## src/rtl/pq_pkg.sv

```systemverilog
// Shared types for the priority-queue command front-end.
package pq_pkg;

   // Widest key carried through the command FIFO; DATA_WIDTH of the
   // front-end must not exceed this.
   localparam int PQ_DATA_WIDTH = 32;

   typedef enum logic [1:0] {
      PQ_ENQ     = 2'd0,
      PQ_DEQ     = 2'd1,
      PQ_REPLACE = 2'd2,
      PQ_RSVD    = 2'd3
   } pq_op_t;

   typedef struct packed {
      pq_op_t                   op;
      logic [PQ_DATA_WIDTH-1:0] data;
   } pq_cmd_t;

   // Occupancy counter width able to hold 0..queue_size inclusive.
   function automatic int cnt_w(input int queue_size);
      return $clog2(queue_size + 1);
   endfunction

endpackage

```

## src/rtl/pq_cmd_fifo.sv

```systemverilog
// Small synchronous command FIFO; the head entry is read straight out of
// the storage flops so the consumer sees it without an extra cycle.
module pq_cmd_fifo
   import pq_pkg::*;
#(
   parameter int DEPTH = 4
) (
   input  logic    CLK,
   input  logic    RSTn,
   input  logic    push_i,
   input  pq_cmd_t wdata_i,
   input  logic    pop_i,
   output pq_cmd_t head_o,
   output logic    empty_o,
   output logic    full_o
);

   localparam int AW = $clog2(DEPTH);

   pq_cmd_t     mem_q [DEPTH];
   logic [AW:0] wr_ptr_q;
   logic [AW:0] rd_ptr_q;
   logic        do_push;
   logic        do_pop;

   // A push into a full FIFO is only legal when the head leaves in the same cycle.
   assign do_push = push_i && (!full_o || pop_i);
   assign do_pop  = pop_i && !empty_o;

   // Storage write
   always_ff @(posedge CLK or negedge RSTn) begin
      if (!RSTn) begin
         for (int i = 0; i < DEPTH; i++) mem_q[i] <= '0;
      end else if (do_push) begin
         mem_q[wr_ptr_q[AW-1:0]] <= wdata_i;
      end
   end

   // Pointer update; the extra MSB distinguishes full from empty
   always_ff @(posedge CLK or negedge RSTn) begin
      if (!RSTn) begin
         wr_ptr_q <= '0;
         rd_ptr_q <= '0;
      end else begin
         if (do_push) wr_ptr_q <= wr_ptr_q + (AW+1)'(1);
         if (do_pop)  rd_ptr_q <= rd_ptr_q + (AW+1)'(1);
      end
   end

   assign head_o  = mem_q[rd_ptr_q[AW-1:0]];
   assign empty_o = (wr_ptr_q == rd_ptr_q);
   assign full_o  = (wr_ptr_q[AW] != rd_ptr_q[AW]) &&
                    (wr_ptr_q[AW-1:0] == rd_ptr_q[AW-1:0]);

endmodule

```

## src/rtl/pq_cmd_frontend.sv

```systemverilog
// Command front-end for the BRAM priority-queue tree: buffers commands,
// checks legality against occupancy, strobes the tree and returns one
// response per command.
//
//  state     | meaning
//  ----------+-----------------------------------------------------------
//  ST_IDLE   | waiting for a command at the FIFO head
//  ST_ISSUE  | tree strobe(s) high for this single cycle, count updated
//  ST_SETTLE | waiting SETTLE_CYCLES for the tree compare-and-swap
//  ST_RESP   | response presented until accepted
module pq_cmd_frontend
   import pq_pkg::*;
#(
   parameter int QUEUE_SIZE     = 8,
   parameter int DATA_WIDTH     = 32,
   parameter int CMD_FIFO_DEPTH = 4,
   parameter int SETTLE_CYCLES  = 4
) (
   input  logic                              CLK,
   input  logic                              RSTn,
   input  logic                              i_cmd_valid,
   input  logic [1:0]                        i_cmd_op,
   input  logic [DATA_WIDTH-1:0]             i_cmd_data,
   output logic                              o_cmd_ready,
   output logic                              o_rsp_valid,
   output logic [DATA_WIDTH-1:0]             o_rsp_data,
   output logic                              o_rsp_err,
   input  logic                              i_rsp_ready,
   output logic                              o_pq_wrt,
   output logic                              o_pq_read,
   output logic [DATA_WIDTH-1:0]             o_pq_data,
   input  logic [DATA_WIDTH-1:0]             i_pq_data,
   output logic [cnt_w(QUEUE_SIZE)-1:0]      o_count,
   output logic                              o_empty,
   output logic                              o_full
);

   localparam int CW = cnt_w(QUEUE_SIZE);
   localparam int SW = $clog2(SETTLE_CYCLES + 1);

   typedef enum logic [1:0] {ST_IDLE, ST_ISSUE, ST_SETTLE, ST_RESP} state_t;

   state_t                state_q;
   pq_op_t                cmd_op_q;
   logic [SW-1:0]         settle_q;
   logic [CW-1:0]         count_q;
   logic                  wrt_q;
   logic                  read_q;
   logic [DATA_WIDTH-1:0] pq_data_q;
   logic                  rsp_valid_q;
   logic                  rsp_err_q;
   logic [DATA_WIDTH-1:0] rsp_data_q;

   pq_cmd_t               fifo_wdata;
   pq_cmd_t               fifo_head;
   logic                  fifo_push;
   logic                  fifo_pop;
   logic                  fifo_empty;
   logic                  fifo_full;
   logic                  head_legal;

   assign fifo_wdata.op   = pq_op_t'(i_cmd_op);
   assign fifo_wdata.data = PQ_DATA_WIDTH'(i_cmd_data);

   // The head is consumed from IDLE, or from RESP in the cycle the response
   // is accepted so back-to-back commands lose no cycle.
   assign fifo_pop    = !fifo_empty &&
                        ((state_q == ST_IDLE) || ((state_q == ST_RESP) && i_rsp_ready));
   assign o_cmd_ready = !fifo_full || fifo_pop;
   assign fifo_push   = i_cmd_valid && o_cmd_ready;

   pq_cmd_fifo #(.DEPTH(CMD_FIFO_DEPTH)) u_fifo (
      .CLK     (CLK),
      .RSTn    (RSTn),
      .push_i  (fifo_push),
      .wdata_i (fifo_wdata),
      .pop_i   (fifo_pop),
      .head_o  (fifo_head),
      .empty_o (fifo_empty),
      .full_o  (fifo_full)
   );

   // Legality of the head command against current occupancy
   always_comb begin
      head_legal = 1'b0;
      case (fifo_head.op)
         PQ_ENQ:     head_legal = (count_q != CW'(QUEUE_SIZE));
         PQ_DEQ:     head_legal = (count_q != '0);
         PQ_REPLACE: head_legal = (count_q != '0);
         default:    head_legal = 1'b0;
      endcase
   end

   // Sequencer: strobes, settle timer, occupancy and response register
   always_ff @(posedge CLK or negedge RSTn) begin
      if (!RSTn) begin
         state_q     <= ST_IDLE;
         cmd_op_q    <= PQ_ENQ;
         settle_q    <= '0;
         count_q     <= '0;
         wrt_q       <= 1'b0;
         read_q      <= 1'b0;
         pq_data_q   <= '0;
         rsp_valid_q <= 1'b0;
         rsp_err_q   <= 1'b0;
         rsp_data_q  <= '0;
      end else begin
         wrt_q     <= 1'b0;
         read_q    <= 1'b0;
         pq_data_q <= '0;
         if (fifo_pop) begin
            cmd_op_q   <= fifo_head.op;
            rsp_data_q <= '0;
            if (head_legal) begin
               state_q     <= ST_ISSUE;
               wrt_q       <= (fifo_head.op == PQ_ENQ) || (fifo_head.op == PQ_REPLACE);
               read_q      <= (fifo_head.op == PQ_DEQ) || (fifo_head.op == PQ_REPLACE);
               pq_data_q   <= fifo_head.data[DATA_WIDTH-1:0];
               rsp_valid_q <= 1'b0;
               rsp_err_q   <= 1'b0;
            end else begin
               state_q     <= ST_RESP;
               rsp_valid_q <= 1'b1;
               rsp_err_q   <= 1'b1;
            end
         end else begin
            case (state_q)
               ST_ISSUE: begin
                  case (cmd_op_q)
                     PQ_ENQ:  count_q <= count_q + CW'(1);
                     PQ_DEQ:  count_q <= count_q - CW'(1);
                     default: count_q <= count_q;
                  endcase
                  if (cmd_op_q != PQ_ENQ) rsp_data_q <= i_pq_data;
                  settle_q <= SW'(SETTLE_CYCLES - 1);
                  state_q  <= ST_SETTLE;
               end
               ST_SETTLE: begin
                  if (settle_q == '0) begin
                     state_q     <= ST_RESP;
                     rsp_valid_q <= 1'b1;
                  end else begin
                     settle_q <= settle_q - SW'(1);
                  end
               end
               ST_RESP: begin
                  if (i_rsp_ready) begin
                     state_q     <= ST_IDLE;
                     rsp_valid_q <= 1'b0;
                     rsp_err_q   <= 1'b0;
                     rsp_data_q  <= '0;
                  end
               end
               default: state_q <= ST_IDLE;
            endcase
         end
      end
   end

   assign o_pq_wrt    = wrt_q;
   assign o_pq_read   = read_q;
   assign o_pq_data   = pq_data_q;
   assign o_rsp_valid = rsp_valid_q;
   assign o_rsp_err   = rsp_err_q;
   assign o_rsp_data  = rsp_data_q;
   assign o_count     = count_q;
   assign o_empty     = (count_q == '0);
   assign o_full      = (count_q == CW'(QUEUE_SIZE));

endmodule
```

## config.mk

```make
export PLATFORM = sky130hd
export DESIGN_NAME = pq_cmd_frontend
export DESIGN_NICKNAME = d
export VERILOG_FILES = /design/src/rtl/pq_pkg.sv /design/src/rtl/pq_cmd_fifo.sv /design/src/rtl/pq_cmd_frontend.sv
export SDC_FILE = /design/constraint.sdc
export NUM_CORES = 1
export LEC_CHECK = 0
export CAP_MARGIN = 20
export CORE_MARGIN = 2
export CORE_UTILIZATION = 54
export DETAILED_ROUTE_END_ITERATION = 10
export PLACE_DENSITY = 0.88
export SYNTH_ARGS = -nofsm -noshare
export SYNTH_HDL_FRONTEND = slang
export SYNTH_SLANG_ARGS = --single-unit
```

## constraint.sdc

```tcl
create_clock -name CLK -period 3.28 [get_ports CLK]
set_input_delay 0.656 -clock CLK [delete_from_list [all_inputs] [get_ports CLK]]
set_output_delay 0.656 -clock CLK [all_outputs]
set_load 0.01 [all_outputs]
```

# ---- Word-level counts from Yosys, hierarchy flattened
# Cells that the tools add are included.
dict set report word_totals {
  out_inout_bits 75
  input_bits 70
  elab_cells 111
  ff_bits 221
}
dict set report classes {
  add_sub_neg 5
  n_bitwise 3
  eq_ne 15
  n_reduce_logical 33
  order_cmp 3
  n_mux 32
}
# operator count
set op_table {}
lappend op_table {{two-way mux 32 bit} 5}
lappend op_table {{bitwise mux 136 bit} 1}
lappend op_table {{two-way mux 34 bit} 3}
lappend op_table {{binary-select mux 34 bit (select 2 bit)} 1}
lappend op_table {{demux 34 bit (select 2 bit)} 1}
lappend op_table {{case mux 32 bit (2 select lines)} 1}
lappend op_table {{AND reduction 3 bit} 4}
lappend op_table {{two-way mux 1 bit} 10}
lappend op_table {{nonzero test 2 bit} 5}
lappend op_table {{inequality test 3 x 2 -> 1 bit, second input constant} 3}
lappend op_table {{two-way mux 2 bit} 4}
lappend op_table {{case mux 4 bit (2 select lines)} 1}
lappend op_table {{logical AND 1 bit} 7}
lappend op_table {{adder 3 x 1 -> 3 bit, second input constant} 2}
lappend op_table {{== test 2 x 1 -> 1 bit, second input constant} 3}
lappend op_table {{== test 2 bit, second input constant} 3}
lappend op_table {{greater-or-equal comparator 3 bit, second input constant} 2}
lappend op_table {{zero test 2 bit} 3}
lappend op_table {{NOT 2 -> 3 bit} 2}
lappend op_table {{case mux 2 bit (3 select lines)} 1}
lappend op_table {{case mux 3 bit (2 select lines)} 1}
lappend op_table {{nonzero test 3 bit} 2}
lappend op_table {{adder 4 x 1 -> 4 bit, second input constant} 1}
lappend op_table {{== test 4 bit, second input constant} 1}
lappend op_table {{other kinds (18)} 24}

# ---- Logic depth before layout (Yosys ltp)
# Gate-level depths: netlist of run 1.
dict set report logic_depth {
  word_depth 9
  depth_mapped 10
  ltp_nobuf 7
}

# ---- Modules after synthesis
# From an unflattened synthesis of run 1, not the netlist that was laid out.
dict set report hier_totals {
  hier_cells 688
  area_unflattened_um2 10057.1
}
# mod instances seq_area_each_um2 area_each_um2 cells_each
set modules_own_cells {}
lappend modules_own_cells {pq_cmd_fifo 1 3553.4 6587.6 381}
lappend modules_own_cells {pq_cmd_frontend 1 1976.9 3469.6 307}

# ---- Least setup slack after synthesis of run 1
# OpenSTA, ideal clock, no wires.
dict set report synth_path {
  kind {register to register}
  from {reg u_fifo.rd_ptr_q[0]}
  to {reg pq_data_q[10], in the netlist o_pq_data[10]}
  path_stages_with_launch 11
  path_slack_ns 0.983
  t_required_ns 3.207
  arrival_ns 2.225
  period_less_slack_ns 2.297
  cell_sequence {dfrtp_1 > buf_4 > mux4_2 > inv_1 > ha_1 > o41ai_1 > a221o_1 > or2_1 > clkbuf_1 > buf_2 > nor2b_1}
}
# element line_no
set synth_lines {}
lappend synth_lines {{start: declaration} pq_cmd_fifo.sv:22} ;# logic [AW:0] rd_ptr_q;
lappend synth_lines {{start signal: assignment} pq_cmd_fifo.sv:46} ;# if (do_pop) rd_ptr_q <= rd_ptr_q + (AW+1)'(1);
lappend synth_lines {{end signal: assignment} pq_cmd_frontend.sv:118} ;# pq_data_q <= fifo_head.data[DATA_WIDTH-1:0];
lappend synth_lines {{end: declaration} pq_cmd_frontend.sv:49} ;# logic [DATA_WIDTH-1:0] pq_data_q;

# ---- Final worst setup path of run 1
dict set report layout_path {
  from {reg state_q[0]}
  to {out o_cmd_ready}
}
dict set report layout_via {
  elab_chain_len 5
}
# element line_no
set layout_rtl {}
lappend layout_rtl {{start: declaration} pq_cmd_frontend.sv:43} ;# state_t state_q;
lappend layout_rtl {{start signal: assignment} pq_cmd_frontend.sv:97} ;# state_q <= ST_IDLE;
lappend layout_rtl {{start signal: assignment} pq_cmd_frontend.sv:115} ;# state_q <= ST_ISSUE;
lappend layout_rtl {{start signal: assignment} pq_cmd_frontend.sv:122} ;# state_q <= ST_RESP;
lappend layout_rtl {{== test 2 bit} pq_cmd_frontend.sv:68} ;# ((state_q == ST_IDLE) || ((state_q == ST_RESP) && i_rsp_ready));
lappend layout_rtl {{logical AND 1 bit} pq_cmd_frontend.sv:68}
lappend layout_rtl {{logical OR 1 bit (*)} pq_cmd_frontend.sv:68}
lappend layout_rtl {{logical AND 1 bit (*)} pq_cmd_frontend.sv:67} ;# assign fifo_pop = !fifo_empty &&
lappend layout_rtl {{logical OR 1 bit (*)} pq_cmd_frontend.sv:69} ;# assign o_cmd_ready = !fifo_full || fifo_pop;
lappend layout_rtl {{end: declaration} pq_cmd_frontend.sv:24} ;# output logic o_cmd_ready,
# Mark *: on every way between the ends. The rest lies on a longest branch, timed or not.

==> summary.md, run 1 <==
| Metric | Value |
|---|---|
| Post-Syn Area | 0.009518 sq mm |
| Clk Latency, worst-skew pair | 500 ps |
| Max stage delay cell, worst path | clkdlybuf4s50_1 |
| GP Congestion | 0.7863 |
| Register share of total power | 37.6% |
| Top_reg_cell synth | dfrtp_1 |
| Most common cell in the netlist | dfrtp_1 |
| Layout overhead on the synthesized area | 25.54% |
| Max Cap Viol | 0 |
| Arrival @ worst endpoint | 2250 ps |
| Number of global-route vias before repair | 6064 |
| Buffers & Inverters on Critical Path | 1 |
| Pwr Density | 1031 mW/mm^2 |
| Min Clock Period, post-route | 2903 ps |
| Cell count after placement | 954 |
| Initial Utilization | 55.22% |
| Int Pwr | 0.008333 W |
| Initial antenna violation count | 0 |
| Post-synth top cells | dfrtp_1, mux2_2, mux2_4 |
| GRT Total Usage | 21.85% |
| Max-slew violations | 0 |
| Worst-margin pin slew | 725.3 ps |
| Worst-case reg-to-reg path depth | 8 |
| Total gr overflow | 0 |
| CTS Hold Bufs | 0 |
| Async set-or-reset flop fraction in the synthesized netlist | 100.0% |
| Slew headroom | 51.64% |
| Syn Nets | 686 |
| # clock sinks | 221 |
| Synth Area in XOR/XNOR | 1.170% |
| Estimated wirelength of the detail-placed design | 13020 microns |
| Final hold violation count | 0 |
| Crit end category | output pin |
| Vias | 5551 |
| Vias per inst | 5.585 |
| Reg-to-Reg End | o_pq_data[5] |
| Worst path top cell family by delay | buffers and inverters |
| Max Buffers Root-to-Sink | 3 |
| CP startpoint | state_q[0] |
| Share of layout cells above drive strength 1 | 31.08% |
| WL/cell | 19.82 microns |
| Unique cell type count in the Yosys netlist | 44 |
| Critical path, cell by cell | ha_1 > a21oi_1 > nand4_1 > clkdlybuf4s50_1 |
| Post-Synthesis Cells | 600 |
| # setup viols final | 0 |
| Clock root cell | clkbuf_16 |
| Clock Power Share | 20.0% |
| Clock Skews | 15.95 ps |
| Area share of the largest cell type after synthesis | 58.10% |
| Pre-CTS WS | 427.5 ps |
| Post-synthesis sequential area ratio | 58.10% |
| Compound-gate portion of the synthesized area | 5.022% |
| Post-route ant nets | 0 |
| YS warnings | 0 |
| Critical path class | reg2out |
| WP depth | 4 |
| Setup bufs post-CTS | 0 |
| Area leader, netlist | dfrtp_1 |
| Unrepaired setup endpoints after global routing | false |
| Count of flip-flops with a built-in enable after synthesis | 0 |
| Syn Area/Cell | 15.86 sq um |
| Hold Crit Class | in2async |
| Die extent in x | 136.8 microns |
| Post-Synth Adder-Cell Area | 2.182% |
| Peak supply drop | 0.5498 mV |
| Die height | 136.8 microns |
| PnR worst setup slack | 376.6 ps |
| # diodes | 0 |
| Max Freq | 344.4 MHz |
| Post-route insts no fill | 994 |
| Num CTS Buffers | 23 |
| Fin nets | 840 |
| Simple-gate share of the synthesized area | 4.259% |
| Leakage | 5.334 nW |
| Largest net degree at the start of global routing | 99 |
| Ranking of synthesized cells by area | dfrtp_1, mux2_2, mux4_2, mux2_4, a22o_1 |
| Top Ports | 145 |
| Startpoint types | flop |
| Clock transition at path regs | 60 ps |
| Final wirelength | 19700 microns |
| Critical path data required time | 2620 ps |
| Status | complete, no violations |
| Yosys reg bits | 221 |
| Sw Share | 32.38% |
| Setup TNS | 0 ps |
| Critical-path maximum fanout | 6 |
| Worst r2r src | u_fifo.rd_ptr_q[0] |
| Pre-antenna DRT Iters | 4 |
| DIE AREA | 0.01870 sq mm |
| # port buffers | 144 |
| Comb power frac | 42.4% |
| CTS tree | built |
| Switching Power | 0.003990 W |
| DRC | 0 |
| Crit-path max cell delay | 520 ps |
| Rows | 48 |
| Fin crit share | 88.52% |
| Mux share of post-synthesis cell area | 26.08% |
| Largest family of logic cells by synthesized area | multiplexers |
| Worst setup path endpoint | o_cmd_ready |
| Setup slack, reg-to-reg | 660 ps |
| First-pass GRT wire length | 31980 microns |
| CTS resizes | 0 |
| First-iteration detailed-routing DRC count | 271 |
| Total core area | 0.01724 sq mm |
| H-tree depth | 1 |
[metal layers]
layer | track usage [%] | part of all wire, % | up-vias
met5 | 0 | 0 | -
li1 | - | - | 2477
met2 | 37.19 | 49 | 186
met4 | 5.729 | 1.6 | 0
met3 | 4.111 | 6.7 | 32
met1 | 29.08 | 42 | 2856
[cell type report]
cell class,count,area (sq um)
inverters,19,71.32
clock buffers,33,693.2
well taps,225,281.5
flip-flops and latches,221,5533
fillers,1058,5288
multi-input cells,329,3694
repair buffers,160,1642
clock inverters,7,35.03
[power groups by stage]
stage | registers, W | clock network, W | logic [W]
floorplan | 0.00445 | 0 | 0.00386
global placement | 0.00455 | 0 | 0.00502
detailed placement | 0.00466 | 0 | 0.00523
CTS | 0.00463 | 0.00252 | 0.00529
global route | 0.00476 | 0.00265 | 0.00570
finish | 0.00464 | 0.00247 | 0.00522
[sequential cells by signal, summed over array words and instances, names as in the netlist]
name,cells
cmd_op_q,2
o_count,4
o_pq_data,32
o_pq_read,1
o_pq_wrt,1
o_rsp_data,32
o_rsp_err,1
o_rsp_valid,1
settle_q,3
state_q,2
u_fifo.mem_q,136
u_fifo.rd_ptr_q,3
u_fifo.wr_ptr_q,3
[per-stage QoR]
step	power [W]	hold WS, ps	util [%]	cell area (sq um)
floorplan	0.008305	360.4	-	9518
global placement	0.009563	469.7	65.10	11220
detailed placement	0.009888	482.5	65.10	11220
CTS	0.01244	212.9	69.32	11950
global route	0.01310	234.1	69.32	11950
finish	0.01232	200.1	69.32	11950
[worst register-to-register path, cell delays in order (launching register included)]
cell and delay (ps):
dfrtp_2 540, mux4_2 600, inv_1 100, ha_1 160, o41ai_1 80, a221o_1 340
or2_1 250, buf_4 210, nor2b_1 220
[logic make-up (layout without fill, tap and decap cells)]
logic type                 Yosys count  after routing
adders and majority gates           16             16
and+or+nand+nor                     68             68
buffers and inverters               50            219
DFF                                221            221
AOI/OAI and AO/OA                   60             60
muxes                              174            174
xor gates and xnor gates            11             11
[worst min-delay path by stage]
| stage | slack (ps) | startpoint | cells past startpoint | endpoint |
|---|---|---|---|---|
| after global placement | 470 | settle_q[1] | 1 | settle_q[1] |
| after CTS | 210 | RSTn | 1 | o_rsp_data[22] |
| after global routing | 230 | RSTn | 1 | u_fifo.mem_q[19] |
| after detailed placement | 480 | settle_q[1] | 1 | settle_q[1] |
| final | 200 | RSTn | 1 | o_rsp_data[5] |
| after floorplan | 360 | RSTn | 0 | cmd_op_q[0] |
[cell usage in the layout, fill, tap and decap left out, types with 3 or more instances in the layout]
cell type / synthesis / routed
buf_12: 0 / 6
mux2_4: 37 / 37
xnor2_1: 7 / 7
o21ai_0: 11 / 11
mux2_2: 101 / 101
nand2b_1: 3 / 3
nand2_1: 9 / 9
ha_1: 15 / 15
clkinv_2: 0 / 7
clkbuf_16: 0 / 23
nand3_1: 3 / 3
mux4_2: 33 / 33
dfrtp_1: 221 / 219
nor2_1: 7 / 6
nand2_4: 4 / 4
inv_1: 19 / 19
clkbuf_8: 0 / 8
clkdlybuf4s50_1: 0 / 143
a22o_1: 32 / 32
buf_4: 2 / 10
nor2b_1: 33 / 33
a21oi_1: 4 / 4
Power figures use the tool's default switching activity.
==> run 2: changes to the inputs <==
--- a/config.mk
+++ b/config.mk
@@ -7,9 +7,10 @@
 export LEC_CHECK = 0
 export CAP_MARGIN = 20
 export CORE_MARGIN = 2
-export CORE_UTILIZATION = 54
+export CORE_UTILIZATION = 41
 export DETAILED_ROUTE_END_ITERATION = 10
-export PLACE_DENSITY = 0.88
+export PLACE_DENSITY = 0.71
+export SLEW_MARGIN = 20
 export SYNTH_ARGS = -nofsm -noshare
 export SYNTH_HDL_FRONTEND = slang
 export SYNTH_SLANG_ARGS = --single-unit
==> run 2 against run 1 <==
Flip-flop and latch count is the same. Sequential share of layout area shrank 0.50 points. Highest routed layer is now met5. Critical path depth is the same. Worst hold slack lost 52 ps. Largest power group unchanged.
==> summary.md, run 2 (synthesis gave the netlist of run 1 again) <==
| Metric | Value |
|---|---|
| Number of global-route vias before repair | 6162 (+1.6%) |
| Max Freq | 331.8 MHz (-3.7%) |
| Clock transition at path regs | 60 ps (about the same) |
| Clock root cell | clkbuf_16 |
| Hold Crit Class | in2async |
| Commonest non-fill, non-tap cell in the layout | dfrtp_1 |
| H-tree depth | 1 (unchanged) |
| Register with the most flip-flops | u_fifo.mem_q |
| Most frequent cells in the layout | dfrtp_1, clkdlybuf4s50_1, mux2_2 |
| Max Buffers Root-to-Sink | 3 (unchanged) |
| # clock sinks | 221 (unchanged) |
| First-iteration detailed-routing DRC count | 268 (-1.1%) |
| Vias per inst | 5.266 (-5.7%) |
| Die height | 156.4 microns (+14%) |
| Clock Skews | 7.881 ps (-8.065 ps) |
| Clk Latency, worst-skew pair | 520 ps (+20 ps) |
| Vias | 5550 (-0.018%) |
| Setup TNS | 0 ps (unchanged) |
| Num CTS Buffers | 25 (+8.7%) |
| # port buffers | 144 (unchanged) |
| Pre-antenna DRT Iters | 4 (unchanged) |
| PnR worst setup slack | 265.8 ps (-110.8 ps) |
| Final hold violation count | 0 (unchanged) |
| Pwr Density | 1034 mW/mm^2 (+0.22%) |
| Fin nets | 838 (-0.24%) |
| Initial Utilization | 41.91% (-13 points) |
| Critical path class | reg2out |
| CTS Hold Bufs | 0 (unchanged) |
| Leakage | 5.337 nW (about the same) |
| CTS tree | built |
| Setup slack, reg-to-reg | 440 ps (-220 ps) |
| Top Ports | 145 (unchanged) |
| DRC | 0 (unchanged) |
| Worst-margin pin slew | 860.5 ps (+135.1 ps) |
| Share of layout cells above drive strength 1 | 30.43% (-0.65 points) |
| First-pass GRT wire length | 33110 microns (+3.5%) |
| DIE AREA | 0.02445 sq mm (+31%) |
| Max Cap Viol | 0 (unchanged) |
| Critical path data required time | 2620 ps (about the same) |
| Critical-path maximum fanout | 18 (+12) |
| Max FFs per register | 136 (unchanged) |
| Crit end category | output pin |
| GP Congestion | 0.7550 (-4.0%) |
| Largest net degree at the start of global routing | 100 (+1.0%) |
| Status | complete, no violations |
| GRT Total Usage | 17.03% (-4.8 points) |
| Setup bufs post-CTS | 0 (unchanged) |
| Rows | 55 (+15%) |
| Reg-to-Reg End | o_pq_data[0] |
| Peak supply drop | 0.4995 mV (-9.2%) |
| Estimated wirelength of the detail-placed design | 13220 microns (+1.6%) |
| Startpoint types | flop |
| Die extent in x | 156.4 microns (+14%) |
| # setup viols final | 0 (unchanged) |
| Post-route ant nets | 0 (unchanged) |
| Pre-CTS WS | 397.4 ps (-30.07 ps) |
| Total core area | 0.02271 sq mm (+32%) |
| Unrepaired setup endpoints after global routing | false |
| Final wirelength | 20180 microns (+2.4%) |
| Arrival @ worst endpoint | 2360 ps (+110 ps) |
| Slew headroom | 42.64% (-9.0 points) |
| Min Clock Period, post-route | 3014 ps (+110.8 ps) |
| CTS resizes | 0 (unchanged) |
| Total gr overflow | 0 (unchanged) |
| WL/cell | 19.14 microns (-3.4%) |
| Worst r2r src | u_fifo.rd_ptr_q[1] |
| Layout overhead on the synthesized area | 26.92% |
| # fillers | 1819 (+72%) |
| Fin crit share | 91.90% (+3.4 points) |
| Max-slew violations | 0 (unchanged) |
| # diodes | 0 (unchanged) |
| Initial antenna violation count | 1 (+1) |
| Worst-case reg-to-reg path depth | 7 (-1) |
==> run 2: changes by cell type in the layout (fill, tap and decap cells not counted), sizes merged <==
cell	delta
clkinvlp	+1
clkinv	-6
inv	+2
bufinv	+1
buf	-4
clkbuf	+6
==> run 2: layout make-up <==
cell class                 instances  area (sq um)  area share [%]
sequential                       221          5533           45.80
clock inverter                     5         71.32          0.5904
inverter                          19         71.32          0.5904
tap                              285         356.6           2.952
clock buffer                      39         738.2           6.111
multi-input combinational        329          3699           30.62
timing repair buffer             156          1612           13.34
==> run 2: power breakdown <==
| group | internal (W) | leakage [nW] | switching [W] |
|---|---|---|---|
| combinational | 0.00292 | 2.21 | 0.00226 |
| clock | 0.00163 | 0.393 | 0.00109 |
| sequential | 0.00391 | 2.73 | 0.000677 |
==> run 2: critical path: stages, from the launching register on <==
cell and delay (ps):
dfrtp_2 440, buf_4 270, xnor2_2 390, nand4_1 210, clkdlybuf4s50_1 530
==> run 2: worst max-delay path by stage <==
stage	startpoint	to
after detailed placement	i_rsp_ready	o_pq_data[25]
after CTS	u_fifo.rd_ptr_q[0]	o_cmd_ready
after floorplan	u_fifo.rd_ptr_q[0]	o_pq_data[10]
after global routing	u_fifo.rd_ptr_q[0]	o_cmd_ready
after global placement	i_rsp_ready	o_cmd_ready
final	u_fifo.rd_ptr_q[0]	o_cmd_ready
==> run 2: metrics by stage <==
stage                     cell area [sq um]  total power, W  std cells  utilization [%]  hold WS [ps]
after floorplan                        9518        0.008305        600                -         360.4
after global placement                11270        0.009572       1010            49.61         473.9
after detailed placement              11270        0.009850       1010            49.61         489.4
after CTS                             12080         0.01264       1054            53.17         184.7
after global routing                  12080         0.01329       1054            53.20         197.7
final                                 12080         0.01249       1054            53.20         147.7
==> run 2: routing by layer <==
metal	vias up	part of all wire [%]	GRT usage [%]
li1	2478	-	-
met1	2885	43	21.68
met2	146	50	30.14
met3	39	5.1	3.295
met4	2	1.8	3.976
met5	-	0.055	0
